File: src/rtl/adder_pkg.sv
// Shared types and sizing helpers for the chunk-serial add/subtract unit.
package adder_pkg;

    typedef enum logic [1:0] {
        IDLE = 2'd0,
        RUN  = 2'd1,
        DONE = 2'd2
    } state_t;

    // Number of chunk passes needed for one operation.
    function automatic int calc_nchunk(input int width, input int chunk);
        return (chunk > 0) ? (width / chunk) : 0;
    endfunction

    // Chunk index counter width; a single-chunk build still gets one bit.
    function automatic int calc_idx_w(input int nchunk);
        return (nchunk > 1) ? $clog2(nchunk) : 1;
    endfunction

endpackage

File: src/rtl/chunk_adder.sv
// Combinational CHUNK-bit ripple adder. Besides the sum and carry-out it
// exposes the carry into its MSB so the caller can form signed overflow.
module chunk_adder #(
    parameter int CHUNK = 2
) (
    input  logic [CHUNK-1:0] a,
    input  logic [CHUNK-1:0] b,
    input  logic             cin,
    output logic [CHUNK-1:0] sum,
    output logic             cout,
    output logic             cmsb
);

    logic [CHUNK:0] c;

    assign c[0] = cin;

    // One full adder per bit, carries rippling upward.
    for (genvar i = 0; i < CHUNK; i++) begin : g_fa
        assign sum[i]  = a[i] ^ b[i] ^ c[i];
        assign c[i+1]  = (a[i] & b[i]) | (c[i] & (a[i] ^ b[i]));
    end

    assign cout = c[CHUNK];
    assign cmsb = c[CHUNK-1];

endmodule

File: src/rtl/chunk_serial_adder.sv
// Multi-cycle add/subtract: WIDTH-bit operands consumed CHUNK bits per clock
// through one chunk_adder, carry held in a register between passes.
//
// state | meaning
// ------+-----------------------------------------------------------
// IDLE  | waiting for start; outputs hold the last result
// RUN   | one chunk added per clock, low chunk first
// DONE  | single-cycle done pulse; a start here launches immediately
module chunk_serial_adder
    import adder_pkg::*;
#(
    parameter int WIDTH = 16,
    parameter int CHUNK = 2
) (
    input  logic             clk,
    input  logic             rst_n,
    input  logic             start,
    input  logic             sub,
    input  logic [WIDTH-1:0] A,
    input  logic [WIDTH-1:0] B,
    input  logic             Cin,
    output logic             busy,
    output logic             done,
    output logic [WIDTH-1:0] Sum,
    output logic             Carry,
    output logic             Ovf
);

    localparam int NCHUNK = calc_nchunk(WIDTH, CHUNK);
    localparam int IDX_W  = calc_idx_w(NCHUNK);
    localparam logic [IDX_W-1:0] LAST_IDX = IDX_W'(NCHUNK - 1);

    if (CHUNK < 1 || WIDTH < CHUNK || (WIDTH % CHUNK) != 0) begin : g_param_check
        $error("chunk_serial_adder: WIDTH must be a positive multiple of CHUNK");
    end

    state_t             state_q, state_d;
    logic [WIDTH-1:0]   a_sh, b_sh, res_sh, res_nxt;
    logic               carry_r;
    logic [IDX_W-1:0]   idx;
    logic               accept, last;
    logic [CHUNK-1:0]   csum;
    logic               cout, cmsb;

    chunk_adder #(.CHUNK(CHUNK)) u_chunk (
        .a    (a_sh[CHUNK-1:0]),
        .b    (b_sh[CHUNK-1:0]),
        .cin  (carry_r),
        .sum  (csum),
        .cout (cout),
        .cmsb (cmsb)
    );

    // New chunk enters at the top; after NCHUNK passes the result is aligned.
    // Written as a shift of the concatenation so CHUNK == WIDTH needs no
    // special case.
    assign res_nxt = WIDTH'({csum, res_sh} >> CHUNK);

    assign busy = (state_q == RUN);
    assign done = (state_q == DONE);

    // State register.
    always_ff @(posedge clk or negedge rst_n) begin
        if (!rst_n) state_q <= IDLE;
        else        state_q <= state_d;
    end

    // Next-state decode plus the accept/last strobes for the datapath.
    always_comb begin
        state_d = state_q;
        accept  = 1'b0;
        last    = 1'b0;
        case (state_q)
            IDLE: begin
                if (start) begin
                    accept  = 1'b1;
                    state_d = RUN;
                end
            end
            RUN: begin
                if (idx == LAST_IDX) begin
                    last    = 1'b1;
                    state_d = DONE;
                end
            end
            DONE: begin
                if (start) begin
                    accept  = 1'b1;
                    state_d = RUN;
                end else begin
                    state_d = IDLE;
                end
            end
            default: state_d = IDLE;
        endcase
    end

    // Operand capture on accept, then one chunk shifted out per RUN cycle.
    // Subtraction is folded in at capture: invert B and force carry-in to 1.
    always_ff @(posedge clk or negedge rst_n) begin
        if (!rst_n) begin
            a_sh    <= '0;
            b_sh    <= '0;
            res_sh  <= '0;
            carry_r <= 1'b0;
            idx     <= '0;
        end else if (accept) begin
            a_sh    <= A;
            b_sh    <= sub ? ~B : B;
            carry_r <= sub ? 1'b1 : Cin;
            idx     <= '0;
        end else if (state_q == RUN) begin
            a_sh    <= a_sh >> CHUNK;
            b_sh    <= b_sh >> CHUNK;
            res_sh  <= res_nxt;
            carry_r <= cout;
            idx     <= idx + IDX_W'(1);
        end
    end

    // Result registers move only on the completion edge.
    always_ff @(posedge clk or negedge rst_n) begin
        if (!rst_n) begin
            Sum   <= '0;
            Carry <= 1'b0;
            Ovf   <= 1'b0;
        end else if (last) begin
            Sum   <= res_nxt;
            Carry <= cout;
            Ovf   <= cmsb ^ cout;
        end
    end

endmodule

File: config.mk
export PLATFORM = sky130hd
export DESIGN_NAME = chunk_serial_adder
export DESIGN_NICKNAME = d
export VERILOG_FILES = /design/src/rtl/adder_pkg.sv /design/src/rtl/chunk_adder.sv /design/src/rtl/chunk_serial_adder.sv
export SDC_FILE = /design/constraint.sdc
export NUM_CORES = 1
export LEC_CHECK = 0
export BUFFER_PORTS_ARGS = -buffer_cell sky130_fd_sc_hd__buf_2
export CELL_PAD_IN_SITES_DETAIL_PLACEMENT = 0
export CELL_PAD_IN_SITES_GLOBAL_PLACEMENT = 1
export CORE_MARGIN = 2
export CORE_UTILIZATION = 45
export CTS_CLUSTER_SIZE = 16
export DETAILED_ROUTE_END_ITERATION = 10
export PLACE_DENSITY = 0.83
export SLEW_MARGIN = 20
export SYNTH_ARGS = -nofsm -noshare
export SYNTH_HDL_FRONTEND = slang
export SYNTH_SLANG_ARGS = --single-unit
export TNS_END_PERCENT = 20
File: constraint.sdc
create_clock -name clk -period 3.6 [get_ports clk]
set_clock_uncertainty 0.15 [all_clocks]
set_input_delay 0.72 -clock clk [delete_from_list [all_inputs] [get_ports clk]]
set_output_delay 0.72 -clock clk [all_outputs]
set_load 0.01 [all_outputs]
Word level (Yosys, flattened, before mapping)
Index checks and enable logic that the tools add are counted.
- register bits: 72
- input port bits: 37
- output and inout bits: 20
- logic and storage cells: 51
- $add $sub $neg: 1
- eq/ne operators: 5
- muxes and demuxes: 18
- bitwise logic cells: 13
- reductions and logical operators: 5
- operators with widths (kind ; number):
    two-way mux 16 bit ; 5
    inverter 16 bit ; 1
    two-way mux 1 bit ; 8
    two-way mux 3 bit ; 2
    one-hot mux 2 bit (3 select lines) ; 1
    bitwise XOR 1 bit ; 5
    AND 1 bit ; 4
    two-way mux 2 bit ; 2
    AND reduction 2 bit ; 2
    adder 3 x 1 -> 3 bit, second input constant ; 1
    == test 3 bit, second input constant ; 1
    == test 2 x 1 -> 1 bit, second input constant ; 1
    == test 2 bit, second input constant ; 1
    zero test 2 bit ; 1
    != test 2 x 1 -> 1 bit, second input constant ; 1
    != test 2 bit, second input constant ; 1
    bitwise OR 1 bit ; 2
    nonzero test 2 bit ; 1
    OR reduction 2 bit ; 1
    inverter 1 bit ; 1

Longest topological paths before layout
- word-level depth: 7
- mapped depth: 6
- gate-level depth less buffers: 5

Modules after synthesis
Synthesis repeated with hierarchy kept, for this count alone.
- cell total of the unflattened synthesis: 297
- area, all modules: 3185.6 um^2
- by module, submodules not included (module ; times used ; cells an instance ; area each (um^2) ; sequential area each (um^2)):
    chunk_serial_adder ; 1 ; 295 ; 3145.5 ; 1751.7
    chunk_adder ; 1 ; 2 ; 40.0 ; 0.0

Least setup slack after synthesis
No wires, ideal clock.
- path type: register to output
- from: register state_q[1]
- to: output port busy
- data arrival time: 0.903 ns
- data required time: 2.730 ns
- setup slack: 1.827 ns
- stages on the path, launching flop included: 5
- cells stage by stage: dfrtp_1 nand2b_1 inv_2 buf_6 buf_2
- word-level cells in the longest chain between the ends: 1
- RTL lines (item ; RTL line ; RTL):
    from (decl) ; chunk_serial_adder.sv:37 ; state_t state_q, state_d;
    from (signal assigned) ; chunk_serial_adder.sv:65 ; else state_q <= state_d;
    == test 2 x 1 -> 1 bit ; chunk_serial_adder.sv:59 ; assign busy = (state_q == RUN);
    to (decl) ; chunk_serial_adder.sv:22 ; output logic busy,
Every way passes these cells.

Worst setup path in the final report
- from: register state_q[0]
- to: output port done
- word-level cells in the longest chain between the ends: 1
- RTL lines (item ; RTL line ; RTL):
    == test 2 bit ; chunk_serial_adder.sv:60 ; assign done = (state_q == DONE);
    to (decl) ; chunk_serial_adder.sv:23 ; output logic done,
Every way passes these cells.

==> impl_metrics.toml <==
[place]
place_congestion = 0.762
hpwl_um = 3810
numPortBuffers = 56
place_inst = 428

[job]
maxCapViolations = 0

[final_layout]
multiInputGateArea_um2 = 1180
drive_gt1_share_pct = 25.5
stdcell_count = 444
n_antenna_cell = 0
layout.nets = 400
ff_latch_area_um2 = 1750
nFillCells = 640
post-route-util_pct = 53.4
syn_to_final_growth_pct = 16.2

[cts]
cts_hold_buf = 0
cts_tree = "built"
numCtsBuffers = 9
cts_setup_buffers = 0
clk_latency_ns = 0.35
cts-root-buf = "clkbuf_8"
htree_num_levels = 3
cts_sinks = 70
postCtsResizedCells = 0
clockBufferDepth = 2
cts.clk_slew.worst_paths_ns = 0.08

[setup_path]
critPathCaptureType = "output pin"
worstPathArrival_ns = 1.12
path_max_fanout = 5
worstSetupStartpointType = "flop"
path_class = "reg2out"
rrSetupSlack_ns = 1.72
worstPathRequired_ns = 2.73

[sta]
setup_viol = 0
period_needed_ns = 1.99
slew_violations = 0
post-route-period-util_pct = 55.3
rsz0062_at_grt = "no"
hold_viol = 0
tns_ns = 0
tightest_slew_ns = 0.995
fmax_mhz = 503
max-slew-margin-rel_pct = 33.7

[worst_hold_path]
hp-class = "reg2reg"

[synth]
synth.distinct_cells = 27
synthMostInstantiatedCell = "nand2_1"
syn-cell-area_um2 = 3090
synth_flop_cell = "dfrtp_1"
synth_top_area_share_pct = 56.7
synth_top_area_cell = "dfrtp_1"
ys_ff_latch = 70
ys_seq_area_share_pct = 56.7
async_flop_share_pct = 100
synthTopCellsByCount = "nand2_1 (96), dfrtp_1 (70), nor2_1 (27), a31oi_1 (26), xor2_1 (16)"
syn_nets = 350
yosys_warnings = 0
synth_enable_flop_cells = 0
synth.area.top_cells = "dfrtp_1 (57%), nand2_1 (12%), a31oi_1 (5.3%)"
postSynthAreaPerCell_um2 = 10.0
netlist_instances = 309

[grt]
grt_pass1_vias = 2160
grt_start_max_net_pins = 57
grt_usage_pct = 17.2
grt_first_pass_wirelength_um = 10000
grt_overflow_total = 0
antenna_found_initial = 0

[floorplan]
start_util_pct = 46.0
rows = 30
die-area_um2 = 7540
dieWidth_um = 86.9
die_h_um = 86.9
ios = 57
core-area_um2 = 6720

[power_and_ir_drop]
powerDensity_nw_per_um2 = 898
irDropWorstVdd_v = 0.000380
leakage_nw = 1.77

[routing]
finalWirelength_um = 5870
dr.pass1.iters = 4
drc = 0
antenna_left = 0
drt_iter0_markers = 163
via_per_inst = 5.11
via_count = 2271
avgRoutedWirePerCell_um = 13.2

[run_status]
status = "completed"
-- worst paths after layout --
path	startpoint	end	cells after the start
setup / recovery	state_q[0]	done	2
hold / removal	Ovf	Ovf	2
setup reg to reg	idx[0]	Sum[1]	4
hold reg to reg	Ovf	Ovf	2
max in group asynchronous	rst_n	a_sh[6]	2
min in group asynchronous	rst_n	Sum[14]	1
-- critical path, cell delays in order, from the launching register on --
cell	delay, ns
dfrtp_1	0.45
nor2b_1	0.17
buf_2	0.15
-- cell families (layout without fill, tap and decap cells) --
family,Yosys count,after routing,synth area share [%]
simple gates,132,132,16.8
buf+inv,28,83,5.31
compound gates,44,44,9.19
flops,70,70,56.7
fa+ha+maj,4,4,2.11
mux,14,14,5.10
xor+xnor,17,17,4.82
-- layout by cell type, fill, tap and decap left out, drive strengths merged, types with 5 or more instances in the layout --
master | Yosys | routed
a22o | 5 | 5
a31oi | 26 | 26
buf | 19 | 60
clkbuf | 2 | 9
dfrtp | 70 | 70
inv | 7 | 8
mux2 | 14 | 14
nand2 | 96 | 96
nor2 | 27 | 27
o21ai | 9 | 9
xor2 | 16 | 16
-- power breakdown --
| part | switching (W) | total, W | leakage [nW] | internal (W) |
|---|---|---|---|---|
| clock | 0.000310 | 0.000702 | 0.106 | 0.000392 |
| combinational | 0.000665 | 0.00115 | 0.805 | 0.000489 |
| sequential | 0.000202 | 0.00137 | 0.863 | 0.00116 |
| total | 0.00118 | 0.00322 | 1.77 | 0.00204 |
-- metrics by stage --
stage          worst slack, ns  instance area (um^2)  total power, W  hold slack (ns)
2_1_floorplan             1.83                  3090         0.00226            0.274
3_3_place_gp              1.37                  3370         0.00252            0.307
3_5_place_dp              1.35                  3370         0.00256            0.318
4_1_cts                   1.58                  3590         0.00326            0.335
5_1_grt                   1.54                  3590         0.00351            0.357
6_report                  1.61                  3590         0.00322            0.326
-- registers in the layout, indices dropped and copies added (netlist names) --
register	cells
carry_r	1
Sum	16
b_sh	16
idx	3
Ovf	1
a_sh	16
state_q	2
res_sh	14
Carry	1
-- layout make-up --
type                       count  share of cell area (%)
clock inverter                 7                    2.72
multi-input combinational    211                    32.8
inverter                       7                   0.732
timing repair buffer          60                    8.65
sequential                    70                    48.8
tap                           80                    2.79
clock buffer                   9                    3.45
-- routing by layer --
layer	routed length (um)	GRT usage [%]	part of all wire, %
met5	0	0	0
met4	58	4.69	0.99
met3	342	6.07	5.8
met2	2600	26.0	44
met1	2870	23.6	49
No activity file was read; power rests on OpenSTA's default activity.
